===== config.mk =====
export PLATFORM = sky130hd
export DESIGN_NAME = guess_input_flat
export DESIGN_NICKNAME = d
export VERILOG_FILES = /design/src/rtl/guess_if.sv /design/src/rtl/guess_input.sv /design/src/flat_wrapper.sv
export SDC_FILE = /design/constraint.sdc
export NUM_CORES = 1
export LEC_CHECK = 0
export CORE_MARGIN = 10
export CORE_UTILIZATION = 40
export CTS_BUF_LIST = sky130_fd_sc_hd__clkbuf_8
export DETAILED_ROUTE_END_ITERATION = 6
export SLEW_MARGIN = 5
export SYNTH_ARGS = -nofsm -noshare
export SYNTH_HDL_FRONTEND = slang
export SYNTH_SLANG_ARGS = --single-unit

===== constraint.sdc =====
create_clock -name clk -period 2.2 [get_ports clk]
set_input_delay 0.66 -clock clk [delete_from_list [all_inputs] [get_ports clk]]
set_output_delay 0.66 -clock clk [all_outputs]
set_load 0.05 [all_outputs]

===== src/rtl/guess_if.sv =====
// Keyboard-side bundle of guess_input: raw PS/2 lines and game-state context in,
// letter load / repeat / frame-error pulses out.
interface guess_if;
  logic        ps2_clk;
  logic        ps2_data;
  logic        enable;
  logic [25:0] current_state;
  logic        load;
  logic [4:0]  load_x;
  logic        repeat_guess;
  logic        frame_err;

  modport master (
    output ps2_clk, ps2_data, enable, current_state,
    input  load, load_x, repeat_guess, frame_err
  );

  modport slave (
    input  ps2_clk, ps2_data, enable, current_state,
    output load, load_x, repeat_guess, frame_err
  );
endinterface


===== src/rtl/guess_input.sv =====
// PS/2 Set-2 receiver that turns letter make codes A-Z into a one-cycle load of a 5-bit index.
// Optional macro GUESS_DUP_FILTER_EN: letters already set in current_state pulse repeat_guess instead.
module guess_input #(
  parameter int unsigned TIMEOUT_CYCLES = 50000
) (
  input logic   clk,
  input logic   reset,
  guess_if.slave bus
);

  localparam int unsigned TO_W  = $clog2(TIMEOUT_CYCLES + 1);
  localparam int unsigned IDX_W = 5;

  typedef enum logic [1:0] {
    S_IDLE,
    S_DATA,
    S_PARITY,
    S_STOP
  } state_t;

  state_t             state, state_nxt;
  logic [1:0]         clk_sync, data_sync;
  logic [2:0]         bit_cnt, bit_cnt_nxt;
  logic [7:0]         shift_q, shift_nxt;
  logic               par_q, par_nxt;
  logic [TO_W-1:0]    to_cnt, to_nxt;
  logic               brk, brk_nxt;
  logic               ext, ext_nxt;
  logic               load_q, load_nxt;
  logic [IDX_W-1:0]   load_x_q, load_x_nxt;
  logic               rep_q, rep_nxt;
  logic               err_q, err_nxt;

  logic               fall_c;
  logic               bit_c;
  logic [IDX_W:0]     lk_c;

  // Set-2 make code to {valid, letter index}
  function automatic logic [IDX_W:0] lookup(input logic [7:0] code);
    logic [IDX_W:0] r;
    case (code)
      8'h1C: r = {1'b1, 5'd0};
      8'h32: r = {1'b1, 5'd1};
      8'h21: r = {1'b1, 5'd2};
      8'h23: r = {1'b1, 5'd3};
      8'h24: r = {1'b1, 5'd4};
      8'h2B: r = {1'b1, 5'd5};
      8'h34: r = {1'b1, 5'd6};
      8'h33: r = {1'b1, 5'd7};
      8'h43: r = {1'b1, 5'd8};
      8'h3B: r = {1'b1, 5'd9};
      8'h42: r = {1'b1, 5'd10};
      8'h4B: r = {1'b1, 5'd11};
      8'h3A: r = {1'b1, 5'd12};
      8'h31: r = {1'b1, 5'd13};
      8'h44: r = {1'b1, 5'd14};
      8'h4D: r = {1'b1, 5'd15};
      8'h15: r = {1'b1, 5'd16};
      8'h2D: r = {1'b1, 5'd17};
      8'h1B: r = {1'b1, 5'd18};
      8'h2C: r = {1'b1, 5'd19};
      8'h3C: r = {1'b1, 5'd20};
      8'h2A: r = {1'b1, 5'd21};
      8'h1D: r = {1'b1, 5'd22};
      8'h22: r = {1'b1, 5'd23};
      8'h35: r = {1'b1, 5'd24};
      8'h1A: r = {1'b1, 5'd25};
      default: r = {1'b0, 5'd0};
    endcase
    return r;
  endfunction

  assign fall_c = clk_sync[1] & ~clk_sync[0];
  assign bit_c  = data_sync[1];
  assign lk_c   = lookup(shift_q);

  assign bus.load         = load_q;
  assign bus.load_x       = load_x_q;
  assign bus.repeat_guess = rep_q;
  assign bus.frame_err    = err_q;

`ifndef GUESS_DUP_FILTER_EN
  logic unused_state;
  assign unused_state = ^bus.current_state;
`endif

  // State and output registers; synchronizers idle high so reset cannot fake an edge
  always_ff @(posedge clk) begin
    if (reset) begin
      state     <= S_IDLE;
      clk_sync  <= 2'b11;
      data_sync <= 2'b11;
      bit_cnt   <= 3'd0;
      shift_q   <= 8'd0;
      par_q     <= 1'b0;
      to_cnt    <= TO_W'(0);
      brk       <= 1'b0;
      ext       <= 1'b0;
      load_q    <= 1'b0;
      load_x_q  <= IDX_W'(0);
      rep_q     <= 1'b0;
      err_q     <= 1'b0;
    end else begin
      state     <= state_nxt;
      clk_sync  <= {clk_sync[0], bus.ps2_clk};
      data_sync <= {data_sync[0], bus.ps2_data};
      bit_cnt   <= bit_cnt_nxt;
      shift_q   <= shift_nxt;
      par_q     <= par_nxt;
      to_cnt    <= to_nxt;
      brk       <= brk_nxt;
      ext       <= ext_nxt;
      load_q    <= load_nxt;
      load_x_q  <= load_x_nxt;
      rep_q     <= rep_nxt;
      err_q     <= err_nxt;
    end
  end

  // Frame receiver, timeout and byte decode
  always_comb begin
    state_nxt   = state;
    bit_cnt_nxt = bit_cnt;
    shift_nxt   = shift_q;
    par_nxt     = par_q;
    to_nxt      = to_cnt;
    brk_nxt     = brk;
    ext_nxt     = ext;
    load_nxt    = 1'b0;
    load_x_nxt  = load_x_q;
    rep_nxt     = 1'b0;
    err_nxt     = 1'b0;

    if (fall_c) begin
      to_nxt = TO_W'(0);
      case (state)
        S_IDLE: begin
          if (!bit_c) begin
            state_nxt   = S_DATA;
            bit_cnt_nxt = 3'd0;
          end else begin
            err_nxt = 1'b1;
            brk_nxt = 1'b0;
            ext_nxt = 1'b0;
          end
        end
        S_DATA: begin
          shift_nxt   = {bit_c, shift_q[7:1]};
          bit_cnt_nxt = bit_cnt + 3'd1;
          if (bit_cnt == 3'd7) state_nxt = S_PARITY;
        end
        S_PARITY: begin
          par_nxt   = bit_c;
          state_nxt = S_STOP;
        end
        S_STOP: begin
          state_nxt = S_IDLE;
          if (bit_c && (^{shift_q, par_q})) begin
            if (shift_q == 8'hF0) begin
              brk_nxt = 1'b1;
            end else if (shift_q == 8'hE0) begin
              ext_nxt = 1'b1;
            end else if (brk || ext) begin
              brk_nxt = 1'b0;
              ext_nxt = 1'b0;
            end else if (lk_c[IDX_W] && bus.enable) begin
`ifdef GUESS_DUP_FILTER_EN
              if (bus.current_state[lk_c[IDX_W-1:0]]) begin
                rep_nxt = 1'b1;
              end else begin
                load_nxt   = 1'b1;
                load_x_nxt = lk_c[IDX_W-1:0];
              end
`else
              load_nxt   = 1'b1;
              load_x_nxt = lk_c[IDX_W-1:0];
`endif
            end
          end else begin
            err_nxt = 1'b1;
            brk_nxt = 1'b0;
            ext_nxt = 1'b0;
          end
        end
        default: state_nxt = S_IDLE;
      endcase
    end else if (state != S_IDLE) begin
      // A stalled keyboard must not wedge the receiver mid-frame
      if (to_cnt >= TO_W'(TIMEOUT_CYCLES - 1)) begin
        err_nxt   = 1'b1;
        state_nxt = S_IDLE;
        brk_nxt   = 1'b0;
        ext_nxt   = 1'b0;
        to_nxt    = TO_W'(0);
      end else begin
        to_nxt = to_cnt + TO_W'(1);
      end
    end else begin
      to_nxt = TO_W'(0);
    end
  end

endmodule


===== src/flat_wrapper.sv =====
// flat-port wrapper written by rule: the top's interface ports become plain ports
module guess_input_flat 
#(
  parameter int unsigned TIMEOUT_CYCLES = 50000
)
  (clk, reset, bus_ps2_clk, bus_ps2_data, bus_enable, bus_current_state, bus_load, bus_load_x, bus_repeat_guess, bus_frame_err);
  guess_if bus_i ();
  input logic clk;
  input logic reset;
  input wire logic [$bits(bus_i.ps2_clk)-1:0] bus_ps2_clk;
  input wire logic [$bits(bus_i.ps2_data)-1:0] bus_ps2_data;
  input wire logic [$bits(bus_i.enable)-1:0] bus_enable;
  input wire logic [$bits(bus_i.current_state)-1:0] bus_current_state;
  output wire logic [$bits(bus_i.load)-1:0] bus_load;
  output wire logic [$bits(bus_i.load_x)-1:0] bus_load_x;
  output wire logic [$bits(bus_i.repeat_guess)-1:0] bus_repeat_guess;
  output wire logic [$bits(bus_i.frame_err)-1:0] bus_frame_err;
  assign bus_i.ps2_clk = bus_ps2_clk;
  assign bus_i.ps2_data = bus_ps2_data;
  assign bus_i.enable = bus_enable;
  assign bus_i.current_state = bus_current_state;
  assign bus_load = bus_i.load;
  assign bus_load_x = bus_i.load_x;
  assign bus_repeat_guess = bus_i.repeat_guess;
  assign bus_frame_err = bus_i.frame_err;
  guess_input #(.TIMEOUT_CYCLES(TIMEOUT_CYCLES)) u_core (.clk(clk), .reset(reset), .bus(bus_i));
endmodule

# Word-level counts from Yosys, hierarchy flattened
# Memories as Yosys holds them, arrays and structs flattened. A register that Yosys moved wholly into a read port is not among the register bits.
# Cells that the tools add are included.
[op_classes]
addsub = 2
order_cmp = 1
eq_ne = 15
n_mux = 32
bitwise = 9
n_reduce_logical = 18
[op_table]
columns = ["cell", "n"]
rows = [
  ["$mux 1", 18],
  ["$add 16x1->16 const B", 1],
  ["$eq 8x8->1 const B", 2],
  ["$ge 16x16->1 const B", 1],
  ["$ne 5x5->1 const B", 3],
  ["$mux 7", 2],
  ["$reduce_and 6->1", 2],
  ["$mux 2", 5],
  ["$ne 3x3->1 const B", 3],
  ["$reduce_xor 9->1", 1],
  ["$not 1->1", 8],
  ["$pmux 2 s4", 1],
  ["$reduce_bool 2->1", 4],
  ["$reduce_and 7->1", 1],
  ["$reduce_or 7->1", 1],
  ["$mux 6", 1],
  ["$pmux 1 s2", 3],
  ["$pmux 3 s2", 1],
  ["$eq 2x2->1 const B", 2],
  ["$ne 4x4->1 const B", 1],
  ["$reduce_and 2->1", 2],
  ["$reduce_and 4->1", 1],
  ["$reduce_or 4->1", 1],
  ["$add 3x1->3 const B", 1],
  ["other kinds (10)", 11],
]
[totals]
register_bits = 43
mem_bits_ro = 768
elab_cells = 90
memories = 1
[mem_list]
columns = ["name", "words", "width", "rd", "rd_ports_with_merged_regs", "wr", "line_no", "rtl"]
rows = [
  ["(name not given)", 128, 6, 1, 1, 0, "guess_input.sv:41", "case (code)"],
]

# Longest topological paths before layout
[logic_depth]
word_depth = 7
depth_mapped = 12
mapped_depth_nobuf = 10

# Least setup slack after synthesis
# Ideal clock, no wire load.
[synth_path]
path_kind = "flip-flop to flip-flop"
startpoint = "register u_core.state[1]"
endpoint = "register with a tool-made name"
t_arrival_ps = 2188
required_ps = 2130
setup_slack_ps = -58
path_stages_with_launch = 12
n_path_buf = 2
period_less_slack_ps = 2258
cell_sequence = "dfxtp_1 inv_1 ha_1 and3b_1 buf_6 mux2i_1 buf_2 inv_1 ha_1 nand2b_1 a221o_1 a21oi_1"
[synth_rtl]
columns = ["element", "line_no", "rtl"]
rows = [
  ["start, declared", "guess_input.sv:21", "state_t state, state_nxt;"],
  ["start signal, assigned", "guess_input.sv:104", "state <= state_nxt;"],
]

==> out/qor.txt <==
Number of antenna violations at the first check in global routing: 0
Via Count: 2,228
CTS sink cnt: 49
Initial Util: 41.9%
Max Freq: 470 MHz
Hold Path Class: reg2reg
Internal power: 1.15 mW
Leak pwr: 1.30 nW
Syn nets: 351
Setup WS post-layout: 0.0746 ns
Area after DPL: 0.00310 mm²
Ys async rst share: 0%
Nets: 395
Core footprint: 0.00646 mm²
Mapped cell area: 0.00271 mm²
Starting DRC count in detailed routing: 88
DRC violations left: 0
Final worst-path cycle share: 96.6%
Hold Crit Endpoint: u_core.data_sync[1]$_SDFF_PP1_
Skew final: 0.00805 ns
Vias per cell: 5.15
FILL cells: 622
Tot GR Track Use: 11.2%
Post-layout util: 51.2%
Placed Cells: 420
DRT antenna net count: 0
Clock power share: 36.4%
Ys flop type: dfxtp_1
Final Power: 1.49 mW
Post-synthesis sequential area ratio: 36.2%
R2r setup slk: 0.07 ns
#FFs+latches synth: 49
Post-synthesis cell count: 311
Net Sw Frac: 23.2%
Die area: 0.0105 mm²
Place WS: -0.457 ns
Launch point of the critical path: u_core.state[0]$_SDFFE_PP0P_
CTS buffer count: 5
Worst Tran Pin Value: 0.517 ns
Worst Path Arrival: 2.37 ns
CP Max Fanout: 4
Width of the die: 102 µm
Largest net degree at the start of global routing: 18
Min-Delay Startpoint: u_core.data_sync[0]$_SDFF_PP1_
GR Overflow Total: 0
Worst EP required: 2.45 ns
Comb pwr share: 3.6%
Status: finished, final reports clean
Skew-Pair Late Insertion Delay: 0.30 ns
Synth Warn #: 0
Number of global-route vias before repair: 2,082
Max-cap violation count: 0
CP Class: reg2reg
Root Driver: clkbuf_8
Clk slew on worst S/H paths: 0.10 ns
Max-slew headroom: 65.4%
Deepest clock path buffer count: 2
Hold buffer count at cts: 0
DRT Pass-1 Iters: 4
Sw power: 347 µW
Post-Layout Cell Count: 433
Post-route cell area: 0.00331 mm²
Final WL: 5.67 mm
Buffers on Ports: 11
Vert. Die Dim: 102 µm
Wire per inst: 13.1 µm
# diodes: 0
Number of top-level pins: 39
Final Hold Viols: 0
Reg-to-Reg Start: u_core.state[0]$_SDFFE_PP0P_
Rows: 29
Syn Area/Cell: 8.71 µm²
H-tree depth: 2
Layout area overhead: 22.1%
Crit path capture type: flop
Post-detail-place hpwl: 4.32 mm
CTS tree: done
Number of distinct library cells after synthesis: 65
Final setup viols: 0
R2r worst-path depth: 8
Post-synth EDFFs: 0
Layout cells sized above 1: 23.3%
Fin crit period: 2.13 ns
P per Cell Area: 452 mW/mm²
Reg power frac: 60.0%
Hold depth: 1
Startpoint types: flop
Pins Over Slew Limit: 0
VDD IR max: 0.201 mV
First-pass GRT wire length: 9.56 mm
GP Congestion: 0.843
synthesized netlist by cell type (all sizes together) (2+ instances only):
library cell | number | share of area, %
nor3 | 8 | 1.5
and3 | 4 | 0.92
or3 | 4 | 0.92
buf | 10 | 2.8
mux2i | 14 | 5.5
and2 | 3 | 0.69
clkbuf | 4 | 0.55
o31ai | 2 | 0.55
a211o | 2 | 0.65
ha | 9 | 4.2
a211oi | 4 | 1.3
nand3b | 3 | 0.97
nand3 | 8 | 1.7
nand2b | 10 | 2.3
nand4 | 4 | 0.92
xnor2 | 11 | 3.6
or2 | 6 | 1.4
o31a | 3 | 0.97
inv | 9 | 1.2
and2b | 2 | 0.55
a21oi | 21 | 4.2
nor2b | 10 | 2.3
nor2 | 34 | 5.0
o32ai | 3 | 1.2
xor2 | 8 | 2.6
dfxtp | 49 | 36
nor3b | 2 | 0.55
o21ai | 7 | 1.3
nor4b | 2 | 0.88
nor4 | 2 | 0.46
nand2 | 33 | 4.9
cells in the final DEF, fill, tap and decap left out, drive strengths merged, types with 2 or more instances in the layout:
cell           instances
ha                     9
a211oi                 4
or3                    4
nor3                   8
nor2b                 10
mux2i                 14
nor2                  34
and3                   4
o31a                   3
inv                   10
nor3b                  2
o21ai                  7
clkinvlp               2
o32ai                  3
nand4                  4
dfxtp                 49
xnor2                 11
or2                    6
nand3b                 3
a21oi                 21
a211o                  2
xor2                   8
o31ai                  2
and2b                  2
nand2b                10
and2                   3
nor4b                  2
nand2                 33
buf                   41
nor4                   2
clkdlybuf4s50          9
clkbuf                 5
nand3                  8
power groups by stage:
stage	Sequential, mW	Clock, mW	Combinational (mW)
6_report	0.896	0.544	0.0539
5_1_grt	0.898	0.609	0.0586
4_1_cts	0.896	0.571	0.0531
3_5_place_dp	0.917	0	0.0533
3_3_place_gp	0.917	0	0.0526
2_1_floorplan	0.918	0	0.0338
how the worst max path moves through the flow:
stage | depth (start not counted) | slack (ns) | endpoint
2_1_floorplan | 9 | 0.007 | flop
3_3_place_gp | 8 | -0.46 | flop
3_5_place_dp | 8 | -0.46 | flop
4_1_cts | 8 | 0.02 | flop
5_1_grt | 8 | -0.008 | flop
6_report | 8 | 0.07 | flop
per-layer routing:
metal / wire (µm) / GRT usage [%] / part of all wire, % / vias up
li1: - / - / - / 1160
met4: 38 / 3.69 / 0.67 / 0
met2: 2750 / 18.8 / 49 / 32
met3: 194 / 2.50 / 3.4 / 2
met5: 0 / 0 / 0 / -
met1: 2680 / 13.9 / 47 / 1034
critical path: stages (launching register included):
cell      delay (ns)
dfxtp_2         0.40
ha_4            0.15
and3b_2         0.26
mux2i_1         0.25
inv_1           0.07
ha_1            0.29
nand2b_4        0.15
a221o_1         0.38
a21oi_2         0.12
cells by family (layout without fill, tap and decap cells):
logic type	Yosys count	after routing	share of synthesized area (%)
adder cells (fa/ha/maj)	10	10	4.57
multiplexers	15	15	5.87
buffers and inverters	24	69	5.22
AO/OA/AOI/OAI	52	52	13.5
AND/OR/NAND/NOR	140	140	27.5
flip-flops	49	49	36.2
XOR/XNOR	20	20	6.98
other	1	1	0.138
what timing repair did:
| item | in CTS | in global routing |
|---|---|---|
| pin swaps | 0 | 2 |
| setup endpoints to repair | 6 | 7 |
| setup buffers | 0 | 5 |
| resized for setup | 7 | 10 |
per-stage QoR:
stage               hold WS (ns)  setup TNS [ns]
detailed placement         0.398           -3.06
CTS                        0.422               0
floorplan                  0.389               0
global route               0.444         -0.0117
global placement           0.393           -2.71
finish                     0.417               0
layout make-up:
cell class	instances	area, µm²	area share, %
Clock buffer	5	68.8	2.08
Inverter	10	52.6	1.59
Tap cell	77	96.3	2.91
Multi-Input combinational cell	238	1670	50.5
Sequential cell	49	983	29.8
Timing Repair Buffer	51	410	12.4
Clock inverter	3	26.3	0.795
Power figures use the tool's default switching activity.
==> RTL change (same settings) <==
`shift_q` no longer has a reset.
--- a/src/rtl/guess_input.sv
+++ b/src/rtl/guess_input.sv
@@ -92,5 +92,4 @@
       data_sync <= 2'b11;
       bit_cnt   <= 3'd0;
-      shift_q   <= 8'd0;
       par_q     <= 1'b0;
       to_cnt    <= TO_W'(0);
@@ -106,5 +105,4 @@
       data_sync <= {data_sync[0], bus.ps2_data};
       bit_cnt   <= bit_cnt_nxt;
-      shift_q   <= shift_nxt;
       par_q     <= par_nxt;
       to_cnt    <= to_nxt;
@@ -116,4 +114,8 @@
       err_q     <= err_nxt;
     end
+  end
+
+  always_ff @(posedge clk) begin
+    shift_q <= shift_nxt;
   end
 
Behaviour: same outputs for any inputs over 10 cycles, from zero or initial values and one cycle with reset high; that may be too few to reach the edited logic, so the function may still have changed.
==> RTL change against the unedited design <==
Worst setup slack improved by 0.011 ns; area after synthesis fell by 0.88%; count of clock-buffer cells in the layout rose by 1; sequential share of layout area rose by 3.8 points; highest routed layer unchanged; power rose by 0.56%; first-iteration DRC count rose by 77%; cell area fell by 4.0%; hold slack got worse by 0.0015 ns; register-to-register slack improved by 0.06 ns; routed wire length rose by 1.4%; critical path type is now reg2out; sequential cell count did not move.
==> RTL change: results (changes against the unedited design) <==
[run_status]
status = finished, final reports clean

[routing]
drt_pass1_iterations = 5  ; +1
viasPerCell = 5.51  ; +7.1%
detail_route.wl_per_cell_um = 13.6  ; +3.8%
vias = 2332  ; +4.7%
drtIter0Drc = 156  ; +77%

[synth]
synth_mux_area_share_pct = 3.12  ; -2.7 points
synth_cell_types = 54  ; -17%
synth_edf_count = 8  ; +8
yosysSeqAreaShare_pct = 39.5  ; +3.3 points
synth_cells = 313  ; +0.64%
yosys-top-cells-area = dfxtp_1 31%, edfxtp_1 9.0%, nand2_1 4.8%, nor2_1 4.8%, a21oi_1 4.1%
synth_compound_area_share_pct = 18.0  ; +4.5 points
synth_xor_area_share_pct = 6.57  ; -0.40 points
synth_fp_nets = 352  ; +0.28%
synth_fa_ha_area_share_pct = 3.73  ; -0.85 points
synthTopCellsByCount = 41 x dfxtp_1, 34 x nand2_1, 34 x nor2_1
synth_top_flop_cell = dfxtp_1

[timing]
finClkSkew_ns = 0.00787  ; -0.000177 ns
tightestPinTransition_ns = 0.512  ; -0.00496 ns

[worst_setup_path]
crit_fanout = 2  ; -2
crit_slowest_cell = clkdlybuf4s50_1
cp_slowest_stage_delay_ns = 0.81  ; +0.41 ns
critical_path.top_delay_family = buffers and inverters
arrival_ns = 1.45  ; -0.92 ns

[global_route]
grt_max_degree = 21  ; +3
grt_pass1_wl_um = 9890  ; +3.5%
grt_pass1_vias = 2163  ; +3.9%
grt_use_total_pct = 11.5  ; +0.30 points

[place]
dp_hpwl_um = 4150  ; -3.8%
place_area_um2 = 3000  ; -3.5%
pre_cts_slack_ns = 0.0553  ; +0.512 ns
globalplace.congestion = 0.858  ; +1.8%
io_buffers = 11  ; unchanged
place_inst = 410  ; -2.4%

[power]
leakagePower_nw = 1.18  ; -9.5%
p_int_mw = 1.19  ; +3.5%
peakVddDrop_uv = 361  ; +79%

[final_layout]
drive_gt1_share_pct = 16.8  ; -6.6 points
final_net_count = 384  ; -2.8%

[RTL change: power groups by stage]
stage          clock network, mW  logic [mW]  registers, mW
2_1_floorplan                  0      0.0253          0.937
3_3_place_gp                   0      0.0446          0.936
3_5_place_dp                   0      0.0445          0.936
4_1_cts                    0.572      0.0447          0.915
5_1_grt                    0.617      0.0489          0.916
6_report                   0.542      0.0450          0.915
[RTL change: cells by family after synthesis]
family / Yosys count
and+or+nand+nor: 130
xor gates and xnor gates: 16
buffers and inverters: 25
adders and majority gates: 8
muxes: 7
AOI/OAI and AO/OA: 77
DFF: 49
other: 1
[RTL change: timing repair]
item                       4_1_cts  5_1_grt
setup endpoints to repair        0        6
hold buffers                     0        0
setup buffers                    0        5
resized for setup                0       15
[RTL change: worst paths after layout]
| check | start | to | slack, ns | depth (start not counted) |
|---|---|---|---|---|
| setup / recovery | u_core.bus.load_x[0] | bus_load_x[0] | 0.09 | 1 |
| setup reg to reg | u_core.state[1] | flip-flop | 0.13 | 9 |
| hold / removal | u_core.data_sync[0] | u_core.data_sync[1] | 0.42 | 1 |
| hold reg to reg | u_core.data_sync[0] | u_core.data_sync[1] | 0.42 | 1 |
[RTL change: per-layer routing]
| layer | global-route usage (%) | vias up | share of wire (%) |
|---|---|---|---|
| met5 | 0 | - | 0 |
| met4 | 3.90 | 0 | 1.5 |
| met3 | 3.10 | 10 | 5.8 |
| met2 | 17.9 | 75 | 45 |
| met1 | 15.0 | 1066 | 48 |
| li1 | - | 1181 | - |
[RTL change: area by class of cell]
cell class,count,area [µm²]
Sequential cell,49,1060
Inverter,9,37.5
Multi-Input combinational cell,239,1540
Clock inverter,2,13.8
Tap cell,77,96.3
Clock buffer,6,82.6
Timing Repair Buffer,41,343
Fill cell,615,3250
